**src/rtl/seg_pkg.sv**
```systemverilog
// Shared constants and helpers for the 7-segment display blocks.
package seg_pkg;

  localparam logic [3:0] BCD_MAX = 4'd9;
  localparam logic       AN_OFF  = 1'b1;

  function automatic logic bcd_valid(input logic [3:0] n);
    return n <= BCD_MAX;
  endfunction

endpackage

```
**src/rtl/scan_prescaler.sv**
```systemverilog
// Free-running slot prescaler: counts 0..TICK_DIV-1 while enabled and
// flags the slot wrap and the leading anti-ghost dead interval.
module scan_prescaler #(
  parameter int unsigned TICK_DIV    = 50000,
  parameter int unsigned DEAD_CYCLES = 16,
  localparam int unsigned PW         = $clog2(TICK_DIV)
) (
  input  logic          clk,
  input  logic          rst,
  input  logic          en,
  output logic [PW-1:0] pre,
  output logic          wrap,
  output logic          dead
);

  assign wrap = en && (pre == PW'(TICK_DIV - 1));
  assign dead = pre < PW'(DEAD_CYCLES);

  always_ff @(posedge clk or posedge rst) begin
    if (rst) begin
      pre <= '0;
    end else if (en) begin
      pre <= wrap ? '0 : pre + 1'b1;
    end
  end

endmodule

```
**src/rtl/bcd_scan_mux.sv**
```systemverilog
// Time-multiplexed scanner for an N-digit common-anode display: shadowed
// BCD capture with validation, leading-zero blanking and dead-time strobes.
module bcd_scan_mux
  import seg_pkg::*;
#(
  parameter int unsigned NUM_DIGITS  = 4,
  parameter int unsigned TICK_DIV    = 50000,
  parameter int unsigned DEAD_CYCLES = 16
) (
  input  logic                    clk,
  input  logic                    rst,
  input  logic                    en,
  input  logic                    load,
  input  logic [4*NUM_DIGITS-1:0] digits_in,
  input  logic [NUM_DIGITS-1:0]   dp_in,
  input  logic                    blank_lz,
  output logic [3:0]              bcd_out,
  output logic                    dp_out,
  output logic [NUM_DIGITS-1:0]   an,
  output logic                    bcd_err,
  output logic                    frame_done
);

  localparam int unsigned IW = $clog2(NUM_DIGITS);
  localparam int unsigned PW = $clog2(TICK_DIV);

  logic [NUM_DIGITS-1:0][3:0] shadow, cap_nib;
  logic [NUM_DIGITS-1:0]      dp_shadow, inv_mask, cap_inv, lz_mask, blank_mask;
  logic [NUM_DIGITS-1:0]      an_next;
  logic [IW-1:0]              idx;
  logic [PW-1:0]              pre_unused;
  logic                       wrap, dead, last_digit;

  scan_prescaler #(
    .TICK_DIV   (TICK_DIV),
    .DEAD_CYCLES(DEAD_CYCLES)
  ) u_pre (
    .clk (clk),
    .rst (rst),
    .en  (en),
    .pre (pre_unused),
    .wrap(wrap),
    .dead(dead)
  );

  always_comb begin
    cap_nib = '0;
    cap_inv = '0;
    for (int unsigned i = 0; i < NUM_DIGITS; i++) begin
      if (bcd_valid(digits_in[4*i +: 4])) cap_nib[i] = digits_in[4*i +: 4];
      else                                cap_inv[i] = 1'b1;
    end
  end

  always_ff @(posedge clk or posedge rst) begin
    if (rst) begin
      shadow    <= '0;
      dp_shadow <= '0;
      inv_mask  <= '0;
      bcd_err   <= 1'b0;
    end else if (load) begin
      shadow    <= cap_nib;
      dp_shadow <= dp_in;
      inv_mask  <= cap_inv;
      if (|cap_inv) bcd_err <= 1'b1;
    end
  end

  // Walk from the most significant digit down; a digit stays blankable only
  // while it and everything above it are zero with no decimal point.
  always_comb begin
    logic        zeros_above;
    int unsigned k;
    lz_mask     = '0;
    zeros_above = blank_lz;
    k           = 0;
    for (int unsigned i = 0; i < NUM_DIGITS; i++) begin
      k           = NUM_DIGITS - 1 - i;
      zeros_above = zeros_above && (shadow[k] == 4'd0) && !dp_shadow[k];
      if (k != 0) lz_mask[k] = zeros_above;
    end
  end

  assign blank_mask = inv_mask | lz_mask;
  assign last_digit = (idx == IW'(NUM_DIGITS - 1));

  always_ff @(posedge clk or posedge rst) begin
    if (rst) begin
      idx <= '0;
    end else if (wrap) begin
      idx <= last_digit ? '0 : idx + 1'b1;
    end
  end

  always_comb begin
    an_next = {NUM_DIGITS{AN_OFF}};
    if (en && !dead && !blank_mask[idx]) an_next[idx] = ~AN_OFF;
  end

  always_ff @(posedge clk or posedge rst) begin
    if (rst) begin
      bcd_out    <= '0;
      dp_out     <= 1'b0;
      an         <= {NUM_DIGITS{AN_OFF}};
      frame_done <= 1'b0;
    end else begin
      bcd_out    <= shadow[idx];
      dp_out     <= dp_shadow[idx];
      an         <= an_next;
      frame_done <= wrap && last_digit;
    end
  end

endmodule

```
**config.mk**
```make
export PLATFORM = sky130hd
export DESIGN_NAME = bcd_scan_mux
export DESIGN_NICKNAME = d
export VERILOG_FILES = /design/src/rtl/seg_pkg.sv /design/src/rtl/scan_prescaler.sv /design/src/rtl/bcd_scan_mux.sv
export SDC_FILE = /design/constraint.sdc
export NUM_CORES = 1
export LEC_CHECK = 0
export BUFFER_PORTS_ARGS = -buffer_cell sky130_fd_sc_hd__buf_2
export CORE_MARGIN = 1
export CORE_UTILIZATION = 40
export DETAILED_ROUTE_END_ITERATION = 10
export GPL_TIMING_DRIVEN = 0
export HOLD_SLACK_MARGIN = 0.03
export PLACE_DENSITY = 0.58
export SYNTH_ARGS = -nofsm -noshare
export SYNTH_HDL_FRONTEND = slang
export SYNTH_SLANG_ARGS = --single-unit
```
**constraint.sdc**
```tcl
create_clock -name clk -period 2.8 [get_ports clk]
set_clock_uncertainty 0.1 [all_clocks]
set_input_delay 0.84 -clock clk [delete_from_list [all_inputs] [get_ports clk]]
set_output_delay 0.84 -clock clk [all_outputs]
set_load 0.01 [all_outputs]
```
* Word-level counts from Yosys, hierarchy flattened
Index checks and enable logic that the tools add are counted.
** Word-level totals
- Flip-flop bits (word level) :: 53
- Input port bits :: 25
- Output and inout port bits :: 11
- Logic and storage cells :: 66
** Cells by class
- $add $sub $neg :: 2
- $lt $le $gt $ge :: 7
- Equal/unequal tests :: 2
- Multiplexer cells :: 19
- Bitwise gates (word level) :: 2
- Reductions and logical operators :: 21
** Operator list (number)
- $mux 4 :: 6
- $add 16x1->16 const B :: 1
- $eq 16x16->1 const B :: 1
- $le 4x4->1 const B :: 4
- $lt 16x5->1 const B :: 1
- $mux 16 :: 1
- $logic_not 4->1 :: 3
- $logic_and 1x1->1 :: 11
- $bmux 4 s2 :: 1
- $mux 1 :: 7
- $logic_not 1->1 :: 5
- $bmux 1 s2 :: 2
- $not 4->4 :: 1
- $or 4x4->4 :: 1
- $reduce_or 4->1 :: 1
- $lt 2x3->1 const B :: 1
- $add 2x1->2 const B :: 1
- $demux 1 s2 :: 1
- $eq 2x2->1 const B :: 1
- $ge 2x1->1 const B :: 1
- $mux 2 :: 1
- $reduce_and 2->1 :: 1

* Longest topological paths before layout
Gate-level depths: netlist of the first run.
- Depth in word-level cells :: 13
- Mapped depth :: 5
- Mapped depth without buffers :: 5

* Modules after synthesis
From an unflattened synthesis of the first run, not the netlist that was laid out.
** Second synthesis, totals
- Cell total of the unflattened synthesis :: 235
- Area, all modules :: 2555.0 µm²
** Modules (own cells, without submodules)
- bcd_scan_mux :: instances 1, cells an instance 151, area each 1679.1 µm², sequential area each 930.9 µm²
- scan_prescaler :: instances 1, cells an instance 84, area each 875.8 µm², sequential area each 400.4 µm²

* Worst setup path after synthesis of the first run
OpenSTA, ideal clock, no wires.
- Kind :: in2reg
- Start :: input en
- End :: register idx[1]
- Setup time :: 0.125 ns
- Data arrival time :: 1.911 ns
- Required time :: 2.575 ns
- Setup slack :: 0.664 ns
- Stages :: 3
- Buffers on the path :: 0
- Path through :: nand4_1 -> nor4_4 -> mux2_4
** Between the ends
- Cells in the longest elaborated chain, start to end :: 1
** Ends and longest elaborated chain
- from (decl) :: RTL line bcd_scan_mux.sv:12 : input logic en,
- $logic_and 1x1->1 :: RTL line scan_prescaler.sv:16 : assign wrap = en && (pre == PW'(TICK_DIV - 1));
- to (signal assigned) :: RTL line bcd_scan_mux.sv:91 : idx <= last_digit ? '0 : idx + 1'b1;
- to (decl) :: RTL line bcd_scan_mux.sv:30 : logic [IW-1:0] idx;
Every way passes these cells.
A chain may end at the register's enable or synchronous reset.

* Final worst setup path of the first run
Ends and elaborated chain as after synthesis.

==> key figures, run 1 <==
Worst setup path
  – Max incr delay on CP: 0.69 ns
  – CP delay by family, top: simple AND/OR/NAND/NOR gates
  – Crit path DAT: 2.29 ns
  – Type of the worst setup path: input port to flop
  – Startpoint types: input port
  – CP Max Fanout: 10
  – Crit. End Element: flop
  – R2R setup slack: 0.63 ns
  – CP required: 2.89 ns
  – CP Cell Sequence: buf_2 > nand4_1 > nor4_4 > mux2_4
  – CP bufs+invs: 1
  – Worst path slowest cell: nor4_4

Synthesis
  – Post-synth EDFFs: 0
  – Most used DFF post-synth: dfrtp_1
  – Dominant cells by area after synthesis: dfrtp_1, mux4_2, dfstp_2
  – Count leader, synth: dfrtp_1
  – Register area share after synthesis: 54.2%
  – Syn nets: 253
  – #FFs+latches synth: 53
  – Synthesis Warnings: 0
  – Cell area after synthesis: 0.00246 mm2
  – Commonest cells in the synthesized netlist: dfrtp_1, inv_1, nand2_1
  – Largest area contributor in the netlist: dfrtp_1
  – Synth Instances: 223
  – Synth async-reset ratio: 100%
  – Top cell type's share of synthesized area: 49.9%
  – Syn avg cell area: 11.0 um2
  – Distinct cell type count after synthesis: 34

Global routing
  – GR Util met1: 26.1%
  – Met2 Use GR: between 20% and 30%
  – GR Util All Layers: 18.2%
  – Antenna violations before repair: 0
  – Via count of the first global-routing pass: roughly 1.8k
  – Grt ovf: 0
  – GRT Max-Usage Layer: met2
  – First-pass GRT wire length: 8.75 mm
  – Largest net degree at the start of global routing: 38
  – GR met3 Demand/Resource: 3.75%

Floorplanning
  – Die Wd: ~80 um
  – Die area: 0.00646 mm2
  – Core Region: 0.00592 mm2
  – Initial Util: 41.5%
  – # IOs: 36
  – Row count: 28
  – Die height: 80.4 um

Power and ir drop
  – Leakage power: 1.28 nW
  – PwrDens: 559 mW/mm2
  – Total power: 0.00159 W
  – Maximum VDD drop: 0.268 mV

Detailed routing
  – Iter 0 DRT Violations: ~130
  – DRC Markers: 1
  – First-pass detailed-route iteration total: 7
  – Detailed-route wire length: 5.11 mm
  – DR vias/cell: 5.19
  – Via count: 1774
  – Routed Antenna Nets: 0
  – Routed wire length per instance: 14.9 um

Finish
  – Fin cells: 342
  – P&R area growth vs syn: 15.4%
  – Antenna diode count: 0
  – Layout Nets: roughly 300
  – Share of cells above drive strength 1: 23.2%

Status
  – Status: finished, violations left
  – Failing checks: design-rule violations

STA
  – Final setup fails: 0
  – Unrepaired setup endpoints after global routing: false
  – Post-route minimum period: 2.19 ns
  – Setup WS post-layout: 0.606 ns
  – Worst Tran Pin Value: 0.962 ns
  – FMAX: 456 MHz
  – Slew margin rel.: about a third
  – Final Hold Violating Endpoints: 0
  – Max-slew violations: 0
  – Setup TNS: 0 ns
  – Period Utilization, post-route: 78.4%

Hold path
  – Hold Crit Class: flop to flop

Place
  – GPL Wtd Cong: 0.765
  – Port Buffer Count: 35
  – HPWL after detailed placement: 3.76 mm
  – DP Worst Slack: 0.277 ns
  – Placed cells: 334

Clock network
  – TritonCTS clock tree: yes
  – Clk slew on worst S/H paths: 0.10 ns
  – Clock latency on the worst-skew pair: slightly above 0.3 ns
  – H-tree level count: 2
  – Post_cts resized: 0
  – Root Driver: clkbuf_8
  – Sink Count: 53
  – Max clock buf depth: 2
  – Number of CTS-inserted buffers: 5
  – Post-CTS setup buffer count: 0
  – Hold Buf Count CTS: 0

Run
  – MaxCap Viol Count: 0
==> state kept, by name (all words and copies together) (netlist names) <==
name and cells:
an 4, bcd_err 1, idx 2, u_pre.pre 16, frame_done 1, shadow 16
dp_shadow 4, inv_mask 4, dp_out 1, bcd_out 4
==> report_power, final <==
group | internal [W] | leakage [nW] | switching [W] | total, W
Clock | 0.000202 | 0.0455 | 0.000235 | 0.000437
Combinational | 0.000103 | 0.576 | 0.000127 | 0.000230
Sequential | 0.000844 | 0.663 | 0.0000737 | 0.000918
Total | 0.00115 | 1.28 | 0.000435 | 0.00159
==> through the flow <==
stage / instance area [um2] / utilization, % / hold WS (ns)
floorplan: 2460 / - / 0.367
global placement: 2730 / 46.0 / 0.342
detailed placement: 2750 / 46.4 / 0.341
CTS: 2840 / 47.9 / 0.367
global route: 2840 / 47.9 / 0.388
finish: 2840 / 47.9 / 0.363
==> area by class of cell <==
class	instances	area, um2
multi-input cells	135	995
inverters	28	105
fillers	587	3080
repair buffers	36	195
flip-flops and latches	53	1330
clock buffers	8	90.1
well taps	75	93.8
plain buffers	7	26.3
==> per-layer routing <==
layer / wire length (um) / vias to the layer above / part of all wire, %
li1: - / 871 / -
met1: 2570 / 863 / 50
met2: 2290 / 35 / 45
met3: 183 / 5 / 3.6
met4: 65 / 0 / 1.3
met5: 0 / - / 0
==> cells by family after synthesis <==
logic type      synth area share [%]
mux                             9.67
buf+inv                         5.35
compound gates                  7.59
xor+xnor                        4.63
fa+ha+maj                       2.55
simple gates                    16.0
flops                           54.2
==> final timing paths <==
kind / endpoint / depth (start not counted) / from
worst min-delay path: bcd_err$_DFFE_PP0P_ / 1 / bcd_err$_DFFE_PP0P_
worst min register to register: bcd_err$_DFFE_PP0P_ / 1 / bcd_err$_DFFE_PP0P_
worst max register to register: idx[1]$_DFFE_PP0P_ / 4 / u_pre.pre[0]$_DFFE_PP0P_
max in group asynchronous: an[1]$_DFF_PP1_ / 3 / rst
worst max-delay path: idx[1]$_DFFE_PP0P_ / 4 / en
min in group asynchronous: bcd_err$_DFFE_PP0P_ / 2 / rst
==> cells in the final DEF, fill, tap and decap left out, types with 5 or more instances in the layout <==
cell type,count
and3_1,5
nor2_1,12
buf_2,35
inv_1,27
mux4_2,5
clkbuf_8,6
nor4_1,5
nand4_1,10
nand3_1,8
o21ai_0,12
ha_1,5
xnor2_1,11
mux2i_1,5
nand2_1,17
dfrtp_1,49
o22ai_1,6
clkbuf_1,8
(Power assumes the default switching activity.)
==> run 2, diff against run 1 <==
==> constraint.sdc (replaced) <==
create_clock -name clk -period 2.1 [get_ports clk]
set_clock_uncertainty 0.1 [all_clocks]
set_input_delay 0.63 -clock clk [delete_from_list [all_inputs] [get_ports clk]]
set_output_delay 0.63 -clock clk [all_outputs]
set_load 0.01 [all_outputs]
==> key figures, run 2 (synthesis gave the netlist of run 1 again) <==
STA
  – Max-slew violations: 0 (unchanged)
  – Unrepaired setup endpoints after global routing: false (unchanged)
  – Final Hold Violating Endpoints: 0 (unchanged)
  – Final setup fails: 0 (unchanged)
  – Worst Tran Pin Value: 0.665 ns (was 0.962 ns)
  – Slew margin rel.: 54.9% (was 35.1%)
  – FMAX: 511 MHz
  – Post-route minimum period: 1.96 ns
  – Period Utilization, post-route: 93.2%
  – Fin Hold WS: 0.201 ns (was 0.363 ns)

Clock network
  – Max clock buf depth: 2 (unchanged)
  – Clock latency on the worst-skew pair: 0.31 ns (about the same)
  – Clk slew on worst S/H paths: 0.10 ns (about the same)
  – Root Driver: clkbuf_8 (unchanged)
  – Number of CTS-inserted buffers: 5 (unchanged)
  – Hold Buf Count CTS: 0 (unchanged)
  – H-tree level count: 2 (unchanged)
  – Sink Count: 53 (unchanged)
  – TritonCTS clock tree: yes (unchanged)

Floorplanning
  – Die height: 80.4 um (unchanged)
  – Row count: 28 (unchanged)
  – Die area: 0.00646 mm2 (unchanged)
  – # IOs: 36 (unchanged)
  – Die Wd: 80.4 um (unchanged)
  – Core Region: 0.00592 mm2 (unchanged)
  – Initial Util: 41.5% (unchanged)

Status
  – Status: finished, violations left (unchanged)
  – Failing checks: design-rule violations (unchanged)

Detailed routing
  – Via count: 1787 (was 1774)
  – DR vias/cell: 5.19 (about the same)
  – Highest routed layer: met4 (unchanged)
  – Routed wire length per instance: 14.8 um (was 14.9 um)
  – Routed Antenna Nets: 0 (unchanged)
  – Routed wl met2: 2.26 mm (was 2.29 mm)
  – Iter 0 DRT Violations: 97 (was 126)
  – DRC Markers: 1 (unchanged)
  – Detailed-route wire length: 5.11 mm (about the same)
  – Met3 Routed Length: 221 um (was 183 um)
  – M1 WL: 2.56 mm (was 2.57 mm)
  – First-pass detailed-route iteration total: 7 (unchanged)

Place
  – HPWL after detailed placement: 3.76 mm (unchanged)
  – Port Buffer Count: 35 (unchanged)
  – GPL Wtd Cong: 0.765 (unchanged)

Global routing
  – Largest net degree at the start of global routing: 38 (unchanged)
  – Grt ovf: 0 (unchanged)
  – GR Util All Layers: 18.1% (was 18.2%)
  – Via count of the first global-routing pass: 1795 (was 1794)
  – First-pass GRT wire length: 8.72 mm (was 8.75 mm)
  – Antenna violations before repair: 0 (unchanged)

Worst setup path
  – Crit. End Element: flop (unchanged)
  – R2R setup slack: 0.14 ns (was 0.63 ns)
  – FF-to-FF End: an[0]$_DFF_PP1_ (was idx[1]$_DFFE_PP0P_)
  – Worst reg2reg path depth: 4 (unchanged)
  – Type of the worst setup path: flop to flop (was input port to flop)
  – CP required: 2.23 ns (was 2.89 ns)
  – CP Max Fanout: 4 (was 10)
  – RR Startpoint: shadow[12]$_DFFE_PP0P_ (was u_pre.pre[0]$_DFFE_PP0P_)
  – Startpoint types: flop (was input port)
  – Crit path DAT: 2.09 ns (was 2.29 ns)

Power and ir drop
  – Maximum VDD drop: 0.360 mV (was 0.268 mV)
  – Total power: 0.00212 W (was 0.00159 W)
  – PwrDens: 741 mW/mm2 (was 559 mW/mm2)
  – Leakage power: 1.30 nW (was 1.28 nW)

Finish
  – P&R area growth vs syn: 16.3% (was 15.4%)
  – Antenna diode count: 0 (unchanged)
  – Biggest regs: shadow x16, u_pre.pre x16 (unchanged)
  – Commonest cells after routing, fill and taps aside: dfrtp_1, buf_2, inv_1, nand2_1 (unchanged)
  – Layout Nets: 298 (was 296)
  – Share of cells above drive strength 1: 24.2% (was 23.2%)
  – Commonest non-fill, non-tap cell in the layout: dfrtp_1 (unchanged)

Run
  – MaxCap Viol Count: 0 (unchanged)

Hold path
  – Hold Crit Class: input port to asynchronous set/reset pin (was flop to flop)
-- run 2: cell types whose count changed in the layout (fill, tap and decap cells not counted), sizes merged --
cell,before,now
buf,37,39
-- run 2: what timing repair did --
item / in CTS / in global routing
hold endpoints to repair: 0 / 0
gates resized for setup: 2 / 1
buffers inserted: 2 / 0
pin swaps: 1 / 1
setup endpoints to repair: 6 / 7
-- run 2: layout make-up --
type / count / area [um2]
clock buffers: 8 / 90.1
multi-input cells: 135 / 1000
flip-flops and latches: 53 / 1330
repair buffers: 38 / 210
well taps: 75 / 93.8
fillers: 586 / 3060
plain buffers: 7 / 26.3
inverters: 28 / 105
-- run 2: stage by stage --
stage	instance area [um2]	setup TNS (ns)	util (%)	setup WS, ns	cells
3_3_place_gp	2730	-36.20	46.0	-0.708	333
2_1_floorplan	2460	0	-	0.0904	223
4_1_cts	2860	0	48.3	0.0986	344
5_1_grt	2860	0	48.3	0.0124	344
3_5_place_dp	2750	-1.04	46.4	-0.213	334
6_report	2860	0	48.3	0.142	344
-- run 2: worst max path at each step --
| stage | from | endpoint | slack (ns) | depth (start not counted) |
|---|---|---|---|---|
| 3_3_place_gp | rst | shadow[0]$_DFFE_PP0P_ | -0.71 | 2 |
| 6_report | shadow[12]$_DFFE_PP0P_ | an[0]$_DFF_PP1_ | 0.14 | 4 |
| 3_5_place_dp | en | idx[1]$_DFFE_PP0P_ | -0.21 | 4 |
| 4_1_cts | shadow[12]$_DFFE_PP0P_ | an[0]$_DFF_PP1_ | 0.1 | 4 |
| 5_1_grt | u_pre.pre[0]$_DFFE_PP0P_ | idx[1]$_DFFE_PP0P_ | 0.01 | 4 |
| 2_1_floorplan | rst | bcd_err$_DFFE_PP0P_ | 0.09 | 1 |
-- run 2: report_power, final --
| group | internal, W | switching (W) | leakage, nW |
|---|---|---|---|
| clock network | 0.000270 | 0.000315 | 0.0455 |
| registers | 0.00113 | 0.0000984 | 0.663 |
| logic | 0.000138 | 0.000170 | 0.587 |
-- run 2: critical path, cell delays in order (launching register included) --
cell	delay (ns)
dfrtp_1	0.43
or4_1	0.59
nor4_2	0.34
o311ai_1	0.24
nand3_1	0.18
-- run 2: routing by layer --
layer | vias to the layer above | GRT usage, %
met3 | 5 | 3.75
met2 | 42 | 27.5
met4 | 0 | 5.36
li1 | 877 | -
met1 | 863 | 26.0
met5 | - | 0
==> run 3, diff against run 2 <==
--- a/config.mk
+++ b/config.mk
@@ -5,13 +5,15 @@
 export SDC_FILE = /design/constraint.sdc
 export NUM_CORES = 1
 export LEC_CHECK = 0
+export ABC_AREA = 1
 export BUFFER_PORTS_ARGS = -buffer_cell sky130_fd_sc_hd__buf_2
 export CORE_MARGIN = 1
 export CORE_UTILIZATION = 40
 export DETAILED_ROUTE_END_ITERATION = 10
 export GPL_TIMING_DRIVEN = 0
-export HOLD_SLACK_MARGIN = 0.03
+export HOLD_SLACK_MARGIN = 0.08
 export PLACE_DENSITY = 0.58
+export REMOVE_ABC_BUFFERS = 1
 export SYNTH_ARGS = -nofsm -noshare
 export SYNTH_HDL_FRONTEND = slang
 export SYNTH_SLANG_ARGS = --single-unit
==> key figures, run 3 <==
Detailed routing
  – Via count: 2230 (was 1787)
  – Iter 0 DRT Violations: 72 (was 97)
  – Routed wire length per instance: 12.7 um (was 14.8 um)
  – Detailed-route wire length: 5.73 mm (was 5.11 mm)
  – First-pass detailed-route iteration total: 7 (unchanged)
  – DR vias/cell: 4.94 (was 5.19)
  – Routed Antenna Nets: 0 (unchanged)
  – DRC Markers: 2 (was 1)

Power and ir drop
  – Leakage power: 1.55 nW (was 1.30 nW)
  – PwrDens: 756 mW/mm2 (was 741 mW/mm2)
  – Total power: 0.00228 W (was 0.00212 W)
  – Maximum VDD drop: 0.327 mV (was 0.360 mV)

Run
  – MaxCap Viol Count: 0 (unchanged)

Synthesis
  – Syn avg cell area: 7.91 um2 (was 11.0 um2)
  – Synth Instances: 339 (was 223)
  – Distinct cell type count after synthesis: 31 (was 34)
  – Largest area contributor in the netlist: dfrtp_1 (unchanged)
  – Register area share after synthesis: 49.7% (was 54.2%)
  – Post-synth EDFFs: 0 (unchanged)
  – Commonest cells in the synthesized netlist: nand2_1, dfrtp_1, inv_1 (was dfrtp_1, inv_1, nand2_1)
  – Most used DFF post-synth: dfrtp_1 (unchanged)
  – Cell area after synthesis: 0.00268 mm2 (was 0.00246 mm2)
  – Top cell type's share of synthesized area: 45.7% (was 49.9%)
  – #FFs+latches synth: 53 (unchanged)
  – Synth async-reset ratio: 100% (unchanged)
  – Dominant cells by area after synthesis: dfrtp_1, nand2_1, inv_1 (was dfrtp_1, mux4_2, dfstp_2)
  – Synthesis Warnings: 0 (unchanged)
  – Count leader, synth: nand2_1 (was dfrtp_1)

Finish
  – Commonest cells after routing, fill and taps aside: nand2_1, dfrtp_1, inv_1, buf_2, nor2_1 (was dfrtp_1, buf_2, inv_1, nand2_1)
  – Share of cells above drive strength 1: 16.0% (was 24.2%)
  – Layout Nets: 403 (was 298)
  – P&R area growth vs syn: 12.7% (was 16.3%)
  – Antenna diode count: 0 (unchanged)
  – Final Cell Area: 0.00302 mm2 (was 0.00286 mm2)
  – Biggest regs: shadow x16, u_pre.pre x16 (unchanged)
  – Commonest non-fill, non-tap cell in the layout: nand2_1 (was dfrtp_1)

STA
  – Final Hold Violating Endpoints: 0 (unchanged)
  – Post-route minimum period: 1.83 ns (was 1.96 ns)
  – Period Utilization, post-route: 87.2% (was 93.2%)
  – Worst Tran Pin Value: 0.477 ns (was 0.665 ns)
  – Max-slew violations: 0 (unchanged)
  – Unrepaired setup endpoints after global routing: false (unchanged)
  – Setup TNS: 0 ns (unchanged)
  – Final setup fails: 0 (unchanged)
  – FMAX: 546 MHz (was 511 MHz)
  – Slew margin rel.: 68.2% (was 54.9%)

Clock network
  – Clock latency on the worst-skew pair: 0.31 ns (about the same)
  – Number of CTS-inserted buffers: 5 (unchanged)
  – Sink Count: 53 (unchanged)
  – TritonCTS clock tree: yes (unchanged)
  – Post-CTS setup buffer count: 0 (was 2)
  – Max clock buf depth: 2 (unchanged)
  – Root Driver: clkbuf_8 (unchanged)
  – H-tree level count: 2 (unchanged)
  – Hold Buf Count CTS: 0 (unchanged)
  – Post_cts resized: 0 (was 2)
  – Clk slew on worst S/H paths: 0.10 ns (about the same)

Hold path
  – Hold Crit Class: input port to asynchronous set/reset pin (unchanged)

Worst setup path
  – Crit. End Element: flop (unchanged)
  – Type of the worst setup path: flop to flop (unchanged)
  – R2R setup slack: 0.27 ns (was 0.14 ns)
  – CP Max Fanout: 20 (was 4)
  – Worst path slowest cell: dfrtp_1 (was or4_1)
  – CP Cell Sequence: clkinvlp_4 > ha_1 > nand2_1 > nand2_1 (was or4_1 > nor4_2 > o311ai_1 > nand3_1)
  – Max incr delay on CP: 0.65 ns (was 0.59 ns)
  – Crit path DAT: 1.93 ns (was 2.09 ns)
  – Startpoint types: flop (unchanged)
  – CP required: 2.20 ns (was 2.23 ns)
  – Cell mode on critical path: nand2_1

Place
  – Placed Area: 0.00292 mm2 (was 0.00275 mm2)
  – Port Buffer Count: 35 (unchanged)
  – GPL Wtd Cong: 0.862 (was 0.765)
  – HPWL after detailed placement: 4.28 mm (was 3.76 mm)

Floorplanning
  – Row count: 29 (was 28)
  – Die Wd: 83.9 um (was 80.4 um)
  – Initial Util: 41.7% (was 41.5%)
  – Die area: 0.00704 mm2 (was 0.00646 mm2)
  – Die height: 83.9 um (was 80.4 um)
  – Core Region: 0.00642 mm2 (was 0.00592 mm2)
  – # IOs: 36 (unchanged)

Global routing
  – First-pass GRT wire length: 10.1 mm (was 8.72 mm)
  – Via count of the first global-routing pass: 2243 (was 1795)
  – Antenna violations before repair: 0 (unchanged)
  – GR Util All Layers: 18.1% (about the same)
  – Largest net degree at the start of global routing: 43 (was 38)
  – Grt ovf: 0 (unchanged)

Status
  – Failing checks: design-rule violations (unchanged)
  – Status: finished, violations left (unchanged)
## run 3: cell count changes in the layout (fill, tap and decap cells not counted), sizes merged, moves of 11 or more
cell	change
o21ai	+11
nand2	+65
inv	+20
a21oi	+17
nand3	+18
nor2	+23
nor3	+11
## run 3: metal layers
metal | routed length (um) | part of all wire, % | global-route usage [%]
met5 | 0 | 0 | 0
met1 | 2780 | 48 | 24.5
met2 | 2710 | 47 | 29.6
met4 | 53 | 0.93 | 5.33
met3 | 187 | 3.3 | 3.36
## run 3: layout make-up
type,instances,area [um2]
clock buffer,7,86.3
sequential,53,1330
timing repair buffer,36,195
multi-input combinational,228,1120
fill,666,3400
inverter,49,188
clock inverter,1,7.51
tap,77,96.3
## run 3: critical path: cells and delay by family (launching register included)
family | cells | cell delay, ns
DFF | 1 | 0.65
buffers and inverters | 1 | 0.45
adders and majority gates | 1 | 0.40
and+or+nand+nor | 2 | 0.12
## run 3: final timing paths
kind                       cells past startpoint           startpoint                    end
max reg2reg                                    4   idx[0]$_DFFE_PP0P_     idx[1]$_DFFE_PP0P_
min in group clk                               1  bcd_err$_DFFE_PP0P_    bcd_err$_DFFE_PP0P_
min reg2reg                                    1  bcd_err$_DFFE_PP0P_    bcd_err$_DFFE_PP0P_
min                                            2                  rst  shadow[4]$_DFFE_PP0P_
max                                            4   idx[0]$_DFFE_PP0P_     idx[1]$_DFFE_PP0P_
max in group asynchronous                      3                  rst        an[3]$_DFF_PP1_
## run 3: cells by family (layout without fill, tap and decap cells)
family                   count (synthesis)  count (layout)  share of synthesized area, %
adder cells (fa/ha/maj)                  5               5                          2.33
AND/OR/NAND/NOR                        169             169                          27.8
flip-flops                              53              53                          49.7
AO/OA/AOI/OAI                           47              47                          9.24
XOR/XNOR                                 7               7                          2.29
buffers and inverters                   58              93                          8.68
## run 3: metrics by stage
stage | instances | util [%] | worst slack (ns) | hold slack, ns
2_1_floorplan | 330 | - | 0.0904 | 0.342
3_3_place_gp | 442 | 45.2 | -0.655 | 0.338
3_5_place_dp | 443 | 45.5 | 0.147 | 0.342
4_1_cts | 451 | 47.0 | 0.142 | 0.152
5_1_grt | 451 | 47.0 | 0.130 | 0.155
6_report | 451 | 47.0 | 0.269 | 0.143
## run 3: power breakdown
group          internal [W]  switching, W  total (W)
Combinational      0.000160      0.000269   0.000429
Sequential          0.00114      0.000111    0.00125
Clock              0.000269      0.000335   0.000604
Total               0.00157      0.000715    0.00228
